$ cat src/rtl/control_unit_pipelined.sv
// RV32IM decode/control stage: combinational decode into registered ID/EX controls,
// with flush/stall handling and a latency sequencer that holds the front end during MUL/DIV.
module control_unit_pipelined #(
    parameter int MUL_CYCLES = 4,
    parameter int DIV_CYCLES = 32,
    parameter int CNT_W      = 6,
    parameter bit ENABLE_M   = 1'b1
) (
    input  logic       CLK,
    input  logic       RESET,
    input  logic       INSTR_VALID,
    input  logic [6:0] OPCODE,
    input  logic [2:0] FUNCT3,
    input  logic [6:0] FUNCT7,
    input  logic       STALL_IN,
    input  logic       FLUSH,
    output logic       VALID_OUT,
    output logic       ILLEGAL,
    output logic       OP1SEL,
    output logic       OP2SEL,
    output logic       MEM_WRITE,
    output logic       MEM_READ,
    output logic       REG_WRITE_EN,
    output logic [1:0] WB_SEL,
    output logic [4:0] ALUOP,
    output logic [2:0] BRANCH_JUMP,
    output logic [2:0] IMM_SEL,
    output logic       MD_BUSY,
    output logic       MD_DONE,
    output logic       STALL_OUT
);

    localparam logic [6:0] OPC_LUI   = 7'b0110111;
    localparam logic [6:0] OPC_AUIPC = 7'b0010111;
    localparam logic [6:0] OPC_JAL   = 7'b1101111;
    localparam logic [6:0] OPC_JALR  = 7'b1100111;
    localparam logic [6:0] OPC_BR    = 7'b1100011;
    localparam logic [6:0] OPC_LOAD  = 7'b0000011;
    localparam logic [6:0] OPC_STORE = 7'b0100011;
    localparam logic [6:0] OPC_OPIMM = 7'b0010011;
    localparam logic [6:0] OPC_OP    = 7'b0110011;

    localparam logic [1:0] ST_IDLE = 2'd0;
    localparam logic [1:0] ST_BUSY = 2'd1;
    localparam logic [1:0] ST_DONE = 2'd2;

    localparam logic [2:0]       BJ_NONE  = 3'b010;
    localparam logic [CNT_W-1:0] MUL_LAST = CNT_W'(MUL_CYCLES - 1);
    localparam logic [CNT_W-1:0] DIV_LAST = CNT_W'(DIV_CYCLES - 1);

    typedef struct packed {
        logic       illegal;
        logic       op1_sel;
        logic       op2_sel;
        logic       mem_write;
        logic       mem_read;
        logic       reg_write_en;
        logic [1:0] wb_sel;
        logic [4:0] alu_op;
        logic [2:0] branch_jump;
        logic [2:0] imm_sel;
    } ctrl_t;

    localparam ctrl_t CTRL_NOP = ctrl_t'({13'd0, BJ_NONE, 3'd0});

    logic is_lui, is_auipc, is_jal, is_jalr, is_br, is_load, is_store, is_opimm, is_op;
    logic known_op, m_op, start_m, shift_imm, alu_g;
    ctrl_t ctrl_d;
    ctrl_t ctrl_q;
    logic valid_q;
    logic [1:0] state;
    logic [CNT_W-1:0] cnt;

    assign is_lui   = (OPCODE == OPC_LUI);
    assign is_auipc = (OPCODE == OPC_AUIPC);
    assign is_jal   = (OPCODE == OPC_JAL);
    assign is_jalr  = (OPCODE == OPC_JALR);
    assign is_br    = (OPCODE == OPC_BR);
    assign is_load  = (OPCODE == OPC_LOAD);
    assign is_store = (OPCODE == OPC_STORE);
    assign is_opimm = (OPCODE == OPC_OPIMM);
    assign is_op    = (OPCODE == OPC_OP);

    assign known_op = is_lui | is_auipc | is_jal | is_jalr | is_br |
                      is_load | is_store | is_opimm | is_op;
    assign m_op     = is_op && (FUNCT7 == 7'b0000001);
    assign start_m  = INSTR_VALID && m_op && ENABLE_M;

    // Shift-immediate encodings (f3 x01) carry FUNCT7 into the ALU op like register ops do.
    assign shift_imm = (FUNCT3[1:0] == 2'b01);
    assign alu_g     = is_op | (is_opimm & shift_imm);

    assign STALL_OUT = STALL_IN || (state == ST_BUSY);

    always_comb begin
        ctrl_d = CTRL_NOP;
        if (INSTR_VALID) begin
            if (!known_op || (m_op && !ENABLE_M)) begin
                ctrl_d.illegal = 1'b1;
            end else begin
                ctrl_d.op1_sel      = is_auipc | is_jal | is_br;
                ctrl_d.op2_sel      = !(is_lui | is_op);
                ctrl_d.mem_read     = is_load;
                ctrl_d.mem_write    = is_store;
                ctrl_d.reg_write_en = is_lui | is_auipc | is_jal | is_jalr |
                                      is_load | is_opimm | is_op;

                if (is_lui)                ctrl_d.wb_sel = 2'b10;
                else if (is_jal | is_jalr) ctrl_d.wb_sel = 2'b11;
                else if (is_load)          ctrl_d.wb_sel = 2'b01;

                if (is_br)                 ctrl_d.branch_jump = FUNCT3;
                else if (is_jal | is_jalr) ctrl_d.branch_jump = 3'b011;

                if (is_opimm | is_jalr) begin
                    if (shift_imm)                ctrl_d.imm_sel = 3'b101;
                    else if (FUNCT3 == 3'b011)    ctrl_d.imm_sel = 3'b111;
                    else                          ctrl_d.imm_sel = 3'b100;
                end else if (is_store)            ctrl_d.imm_sel = 3'b010;
                else if (is_br)                   ctrl_d.imm_sel = 3'b011;
                else if (is_jal)                  ctrl_d.imm_sel = 3'b001;

                if (is_opimm | is_op)
                    ctrl_d.alu_op = {FUNCT3, FUNCT7[5] & alu_g, FUNCT7[0] & alu_g};
            end
        end
    end

    always_ff @(posedge CLK) begin
        if (RESET || FLUSH) begin
            valid_q <= 1'b0;
            ctrl_q  <= CTRL_NOP;
            state   <= ST_IDLE;
            cnt     <= '0;
        end else begin
            case (state)
                ST_BUSY: begin
                    if (cnt == '0) state <= ST_DONE;
                    else           cnt   <= cnt - CNT_W'(1);
                end
                default: state <= ST_IDLE;
            endcase
            // NOTE: the later non-blocking write wins, so an M-op captured in DONE overrides the return to IDLE.
            if (!STALL_OUT) begin
                valid_q <= INSTR_VALID;
                ctrl_q  <= ctrl_d;
                if (start_m) begin
                    state <= ST_BUSY;
                    cnt   <= FUNCT3[2] ? DIV_LAST : MUL_LAST;
                end
            end
        end
    end

    assign VALID_OUT    = valid_q;
    assign ILLEGAL      = ctrl_q.illegal;
    assign OP1SEL       = ctrl_q.op1_sel;
    assign OP2SEL       = ctrl_q.op2_sel;
    assign MEM_WRITE    = ctrl_q.mem_write;
    assign MEM_READ     = ctrl_q.mem_read;
    assign REG_WRITE_EN = ctrl_q.reg_write_en;
    assign WB_SEL       = ctrl_q.wb_sel;
    assign ALUOP        = ctrl_q.alu_op;
    assign BRANCH_JUMP  = ctrl_q.branch_jump;
    assign IMM_SEL      = ctrl_q.imm_sel;
    assign MD_BUSY      = (state == ST_BUSY);
    assign MD_DONE      = (state == ST_DONE);

endmodule

$ cat config.mk
export PLATFORM = sky130hd
export DESIGN_NAME = control_unit_pipelined
export DESIGN_NICKNAME = d
export VERILOG_FILES = /design/src/rtl/control_unit_pipelined.sv
export SDC_FILE = /design/constraint.sdc
export NUM_CORES = 1
export LEC_CHECK = 0
export BUFFER_PORTS_ARGS = -buffer_cell sky130_fd_sc_hd__buf_2
export CAP_MARGIN = 20
export CORE_MARGIN = 10
export CORE_UTILIZATION = 45
export CTS_CLUSTER_DIAMETER = 120
export CTS_CLUSTER_SIZE = 10
export DETAILED_ROUTE_END_ITERATION = 7
export PLACE_DENSITY = 0.76
export SLEW_MARGIN = 25
export SYNTH_ARGS = -nofsm -noshare
export SYNTH_HDL_FRONTEND = slang
export SYNTH_SLANG_ARGS = --single-unit
$ cat constraint.sdc
create_clock -name CLK -period 2 [get_ports CLK]
set_input_delay 0.1 -clock CLK [delete_from_list [all_inputs] [get_ports CLK]]
set_output_delay 0.1 -clock CLK [all_outputs]
set_load 0.1 [all_outputs]
# After elaboration in Yosys (flattened, before gate mapping)
# Index checks and enable logic that the tools add are counted.
word_totals:
  regBits: 28
  in_bits: 22
  out_inout_bits: 23
  wordCells: 79
op_classes:
  n_addsub: 1
  n_eq_ne: 14
  muxes: 24
  n_bitwise: 21
  n_reduce_logical: 6
ops:
  columns: ["operator", "count"]
  rows:
  - ["$mux W6", 4]
  - ["$eq A7 B6 Y1 const B", 3]
  - ["$eq A7 B7 Y1 const B", 3]
  - ["$mux W2", 10]
  - ["$mux W19", 1]
  - ["$mux W18", 1]
  - ["$or A1 B1 Y1", 18]
  - ["$eq A7 B5 Y1 const B", 2]
  - ["$mux W5", 2]
  - ["$eq A7 B1 Y1 const B", 1]
  - ["$eq A7 B2 Y1 const B", 1]
  - ["$logic_not A6 Y1", 1]
  - ["$mux W3", 2]
  - ["$sub A6 B1 Y6 const B", 1]
  - ["$eq A2 B1 Y1 const B", 2]
  - ["$mux W1", 4]
  - ["$and A1 B1 Y1", 3]
  - ["$eq A3 B2 Y1 const B", 1]
  - ["$eq A2 B2 Y1 const B", 1]
  - ["$logic_and A1 B1 Y1", 2]
  - ["$logic_or A1 B1 Y1", 2]
  - ["$logic_not A1 Y1", 1]

# Longest topological paths before layout
logic_depth:
  ltp_word: 11
  mapped_depth: 8
  ltp_nobuf: 6

# Worst setup path after synthesis
# No wires, ideal clock.
synth_timing:
  kind: "reg2reg"
  startpoint: "reg state[0]"
  endpoint: "reg ctrl_q, in the netlist MEM_READ"
  setup_ns: 0.068
  arrival_time_ns: 2.385
  required_time_ns: 1.932
  path_slack_ns: -0.453
  stages_incl_launch_ff: 9
  n_path_buf: 3
  synth_period_minus_slack_ns: 2.453
  cell_sequence: "dfxtp_1 > nor2b_4 > buf_6 > nor2_8 > inv_2 > clkbuf_1 > clkbuf_1 > a21oi_1 > nor2_1"
synth_between:
  elab_chain_cells: 2
synth_rtl:
  columns: ["element", "line_no", "source"]
  rows:
  - ["start: declaration", "71", "logic [1:0] state;"]
  - ["start signal: assignment", "133", "state <= ST_IDLE;"]
  - ["start signal: assignment", "138", "if (cnt == '0) state <= ST_DONE;"]
  - ["start signal: assignment", "141", "default: state <= ST_IDLE;"]
  - ["$eq A2 B1 Y1", null, null]
  - ["named net MD_BUSY", "28", "output logic MD_BUSY,"]
  - ["$logic_or A1 B1 Y1", "93", "assign STALL_OUT = STALL_IN || (state == ST_BUSY);"]
  - ["named net STALL_OUT", "30", "output logic STALL_OUT"]
  - ["end signal: assignment", "146", "ctrl_q <= ctrl_d;"]
  - ["end: declaration", "69", "ctrl_t ctrl_q;"]
# The timed path passes the listed nets, and every way through them passes these cells.
# A chain may end at the register's enable or synchronous reset.

# Final worst setup path
layout_timing:
  startpoint: "in FUNCT7[5]"
  endpoint: "reg cnt[3]"
layout_between:
  elab_chain_cells: 5
layout_rtl:
  columns: ["element", "line_no", "source"]
  rows:
  - ["start: declaration", "14", "input logic [6:0] FUNCT7,"]
  - ["$eq A7 B1 Y1", "86", "assign m_op = is_op && (FUNCT7 == 7'b0000001);"]
  - ["$logic_and A1 B1 Y1", "86", null]
  - ["$logic_and A1 B1 Y1", "87", "assign start_m = INSTR_VALID && m_op && ENABLE_M;"]
  - ["$mux W6", "147", "if (start_m) begin"]
  - ["$mux W6", "144", "if (!STALL_OUT) begin"]
  - ["end signal: assignment", "139", "else cnt <= cnt - CNT_W'(1);"]
  - ["end signal: assignment", "149", "cnt <= FUNCT3[2] ? DIV_LAST : MUL_LAST;"]
  - ["end: declaration", "72", "logic [CNT_W-1:0] cnt;"]
# No other way between the ends.

==> summary.md <==
| Metric | Value |
|---|---|
| Status | complete, no violations |
| Number of global-route vias before repair | 1351 |
| Asr flop ratio synth | 0% |
| Detail Placement HPWL | 2.88 mm |
| Period utilization | 93.1% |
| Largest net degree at the start of global routing | 26 |
| Crit path DAT | 2.11 ns |
| Seq/Total Area, Yosys | 39.2% |
| Clock tree buffer depth | 2 |
| Max FO, Critical Path | 5 |
| Ant diodes | 0 |
| Non-filler cells, final | 257 |
| Drt via density | 5.30 |
| CP endpoint | cnt[3] |
| Largest family of logic cells by synthesized area | simple AND/OR/NAND/NOR gates |
| CP Cell Sequence | dlygate4sd3_1, buf_2, nor4b_1, nand2_1, or4_4, or3_4, o31ai_1 |
| Setup CP Type | input port to flop |
| R2R Path Start | state[0] |
| Die ar. | 5830 um2 |
| Compound-cell area share of the yosys netlist | 19.4% |
| XOR/XNOR share of the synthesized area | 3.67% |
| First-pass GRT wire length | 6.52 mm |
| Initial Util | 46.8% |
| Syn Inst Count | 172 |
| Element type at the critical path start | input port |
| Synth top area cells | dfxtp_1 (39%), a21oi_1 (5.6%), nor2_1 (5.2%), nand2_1 (4.2%), a22oi_1 (3.7%) |
| Cell Pwr Density | 611 nW/um2 |
| Htree depth | 1 |
| Post-route ant nets | 0 |
| RSZ-0062 raised after global routing | false |
| Most common cell after layout, fill and taps aside | buf_2 |
| Placed instance count | 251 |
| Final slew viol count | 0 |
| Maxcap violations | 0 |
| Slew HR | 63.4% |
| Gpl congestion | 0.901 |
| Worst-Margin Slew | 0.541 ns |
| Initial antenna violation count | 0 |
| Synthesized flop and latch total | 28 |
| CTS tree | done |
| Post-Route WL | 3.81 mm |
| Sw frac | 24.4% |
| Syn avg cell area | 8.31 um2 |
| NetSw | 0.000260 W |
| Setup TNS | 0 ns |
| DRC | 0 |
| Post-synth EDFFs | 0 |
| IO Pins | 45 |
| Overall Power | 0.00107 W |
| Die height | 76.4 um |
| Main flop type after synthesis | dfxtp_1 |
| Hold Crit Class | input port to flop |
| Total Nets Final | 238 |
| Worst-path clk slew | 0.15 ns |
| Top-area cell type share of the netlist area | 39.2% |
| Sequential share of power | 52.6% |
| # rows | 20 |
| Worst r2r path cells | 6 |
| Starting DRT DRC Count | 94 |
| Simple-Gate Fraction of Synth Area | 28.8% |
| Post-synthesis net count | 196 |
| CP required | 2.25 ns |
| Total track usage | 13.1% |
| Clk pwr share | 34.9% |
| Reg-to-reg endpoint | cnt[3] |
| Chip width | 76.4 um |
| Layout cells sized above 1 | 28.6% |
| Leakage | 0.731 nW |
| Post-layout min period | 1.86 ns |
| Fillers | 285 |
| FF-to-FF setup slack | 0.27 ns |
| Finish-stage setup viols | 0 |
| Clock sink count | 28 |
| Max Clk Rate | 0.537 GHz |
| Final hold viol count | 0 |
| Layout Skew | 0.00359 ns |
| Netlist cell types | 44 |
| WL/cell | 14.8 um |
| GR Overflow Total | 0 |
| Post-Syn Area | 1430 um2 |
| Mux cell area share after synthesis | 1.57% |
| Area of the core | 3050 um2 |
| Crit-path slowest cell | dlygate4sd3_1 |
| Combinational share of power | 12.5% |
| DR vias | 1363 |
| Commonest non-fill, non-tap cells in the layout | buf_2 (43), dfxtp_1 (28), nor2_1 (20) |
| Drt pass-1 iters | 4 |
| Number of port buffers | 44 |
| Post-CTS Setup Repair Bufs | 0 |
| Root Buffer Master | clkbuf_4 |
| Area delta synth->final | 22.0% |
| Crit path from | FUNCT7[5] |
| Critical Path Max Stage Delay | 0.53 ns |
| Internal power | 0.000806 W |
| Crit. End Element | flop |
| Syn. warnings | 0 |
| Adder-Cell Fraction of Synth Area | 1.75% |
| Skew-Pair Late Insertion Delay | 0.33 ns |
| WHS | 0.0201 ns |
| Dominant cell type by area after synthesis | dfxtp_1 |
| CTS buffer count | 3 |
| VDD IR max | 460 uV |
## repair_timing
item / 4_1_cts / 5_1_grt
endpoints found under the setup margin: 0 / 1
gates resized for setup: 0 / 1
hold endpoints to repair: 2 / 0
hold buffers: 2 / 0
## critical path, delay by kind of cell
family / cells / cell delay, ns
simple gates: 4 / 1.28
buf+inv: 2 / 0.66
compound gates: 1 / 0.08
## sequential cells by signal, indices dropped and copies added, names as in the netlist, 2 cells and up
register / cells
BRANCH_JUMP: 3
ALUOP: 5
WB_SEL: 2
cnt: 6
IMM_SEL: 3
state: 2
## cells in the mapped netlist (3+ instances only)
| master | count |
|---|---|
| a21oi_1 | 16 |
| a22oi_1 | 7 |
| a32oi_1 | 3 |
| and3_1 | 3 |
| clkbuf_1 | 8 |
| dfxtp_1 | 28 |
| inv_1 | 7 |
| nand2_1 | 16 |
| nand2b_1 | 3 |
| nand3_1 | 3 |
| nor2_1 | 20 |
| nor2b_1 | 3 |
| nor3_1 | 6 |
| o31ai_1 | 5 |
| xnor2_1 | 3 |
| xor2_1 | 3 |
## area by class of cell
class / instances / area [um2] / area share (%)
inverter: 8 / 30.0 / 1.72
clock buffer: 3 / 22.5 / 1.29
tap: 44 / 55.1 / 3.15
multi-input combinational: 125 / 790 / 45.2
timing repair buffer: 48 / 258 / 14.8
clock inverter: 1 / 30.0 / 1.72
sequential: 28 / 561 / 32.1
## metal layers
metal	part of all wire, %	track usage (%)	wire length, um
met4	0.55	2.79	21
met1	46	15.8	1740
met3	5.3	4.13	201
met5	0	0	0
met2	48	22.1	1850
## kinds of logic after synthesis
logic type | Yosys count
fa+ha+maj | 2
xor+xnor | 6
flops | 28
mux | 2
compound gates | 42
simple gates | 73
buf+inv | 19
## power by group through the flow
| stage | logic, W | registers (W) | clock network (W) |
|---|---|---|---|
| after floorplan | 0.0000699 | 0.000585 | 0 |
| after global placement | 0.000127 | 0.000572 | 0 |
| after detailed placement | 0.000128 | 0.000573 | 0 |
| final | 0.000133 | 0.000560 | 0.000372 |
| after CTS | 0.000131 | 0.000561 | 0.000383 |
| after global routing | 0.000146 | 0.000561 | 0.000407 |
## worst min-delay path by stage
stage	start	end	slack (ns)	cells after the start
4_1_cts	RESET	BRANCH_JUMP[1]	0.01	3
5_1_grt	INSTR_VALID	ILLEGAL	0.03	3
3_3_place_gp	FUNCT7[0]	ALUOP[0]	0.34	2
3_5_place_dp	FUNCT7[0]	ALUOP[0]	0.35	2
6_report	RESET	BRANCH_JUMP[1]	0.02	3
2_1_floorplan	INSTR_VALID	VALID_OUT	0.24	2
## stage by stage
step | instance area (um2) | setup WS, ns | util (%)
after floorplan | 1430 | 0.0340 | -
after global placement | 1670 | 0.340 | 54.7
after detailed placement | 1670 | 0.311 | 54.7
after CTS | 1740 | 0.0641 | 57.1
after global routing | 1750 | 0.0644 | 57.2
final | 1750 | 0.138 | 57.2
(Power assumes the default switching activity.)
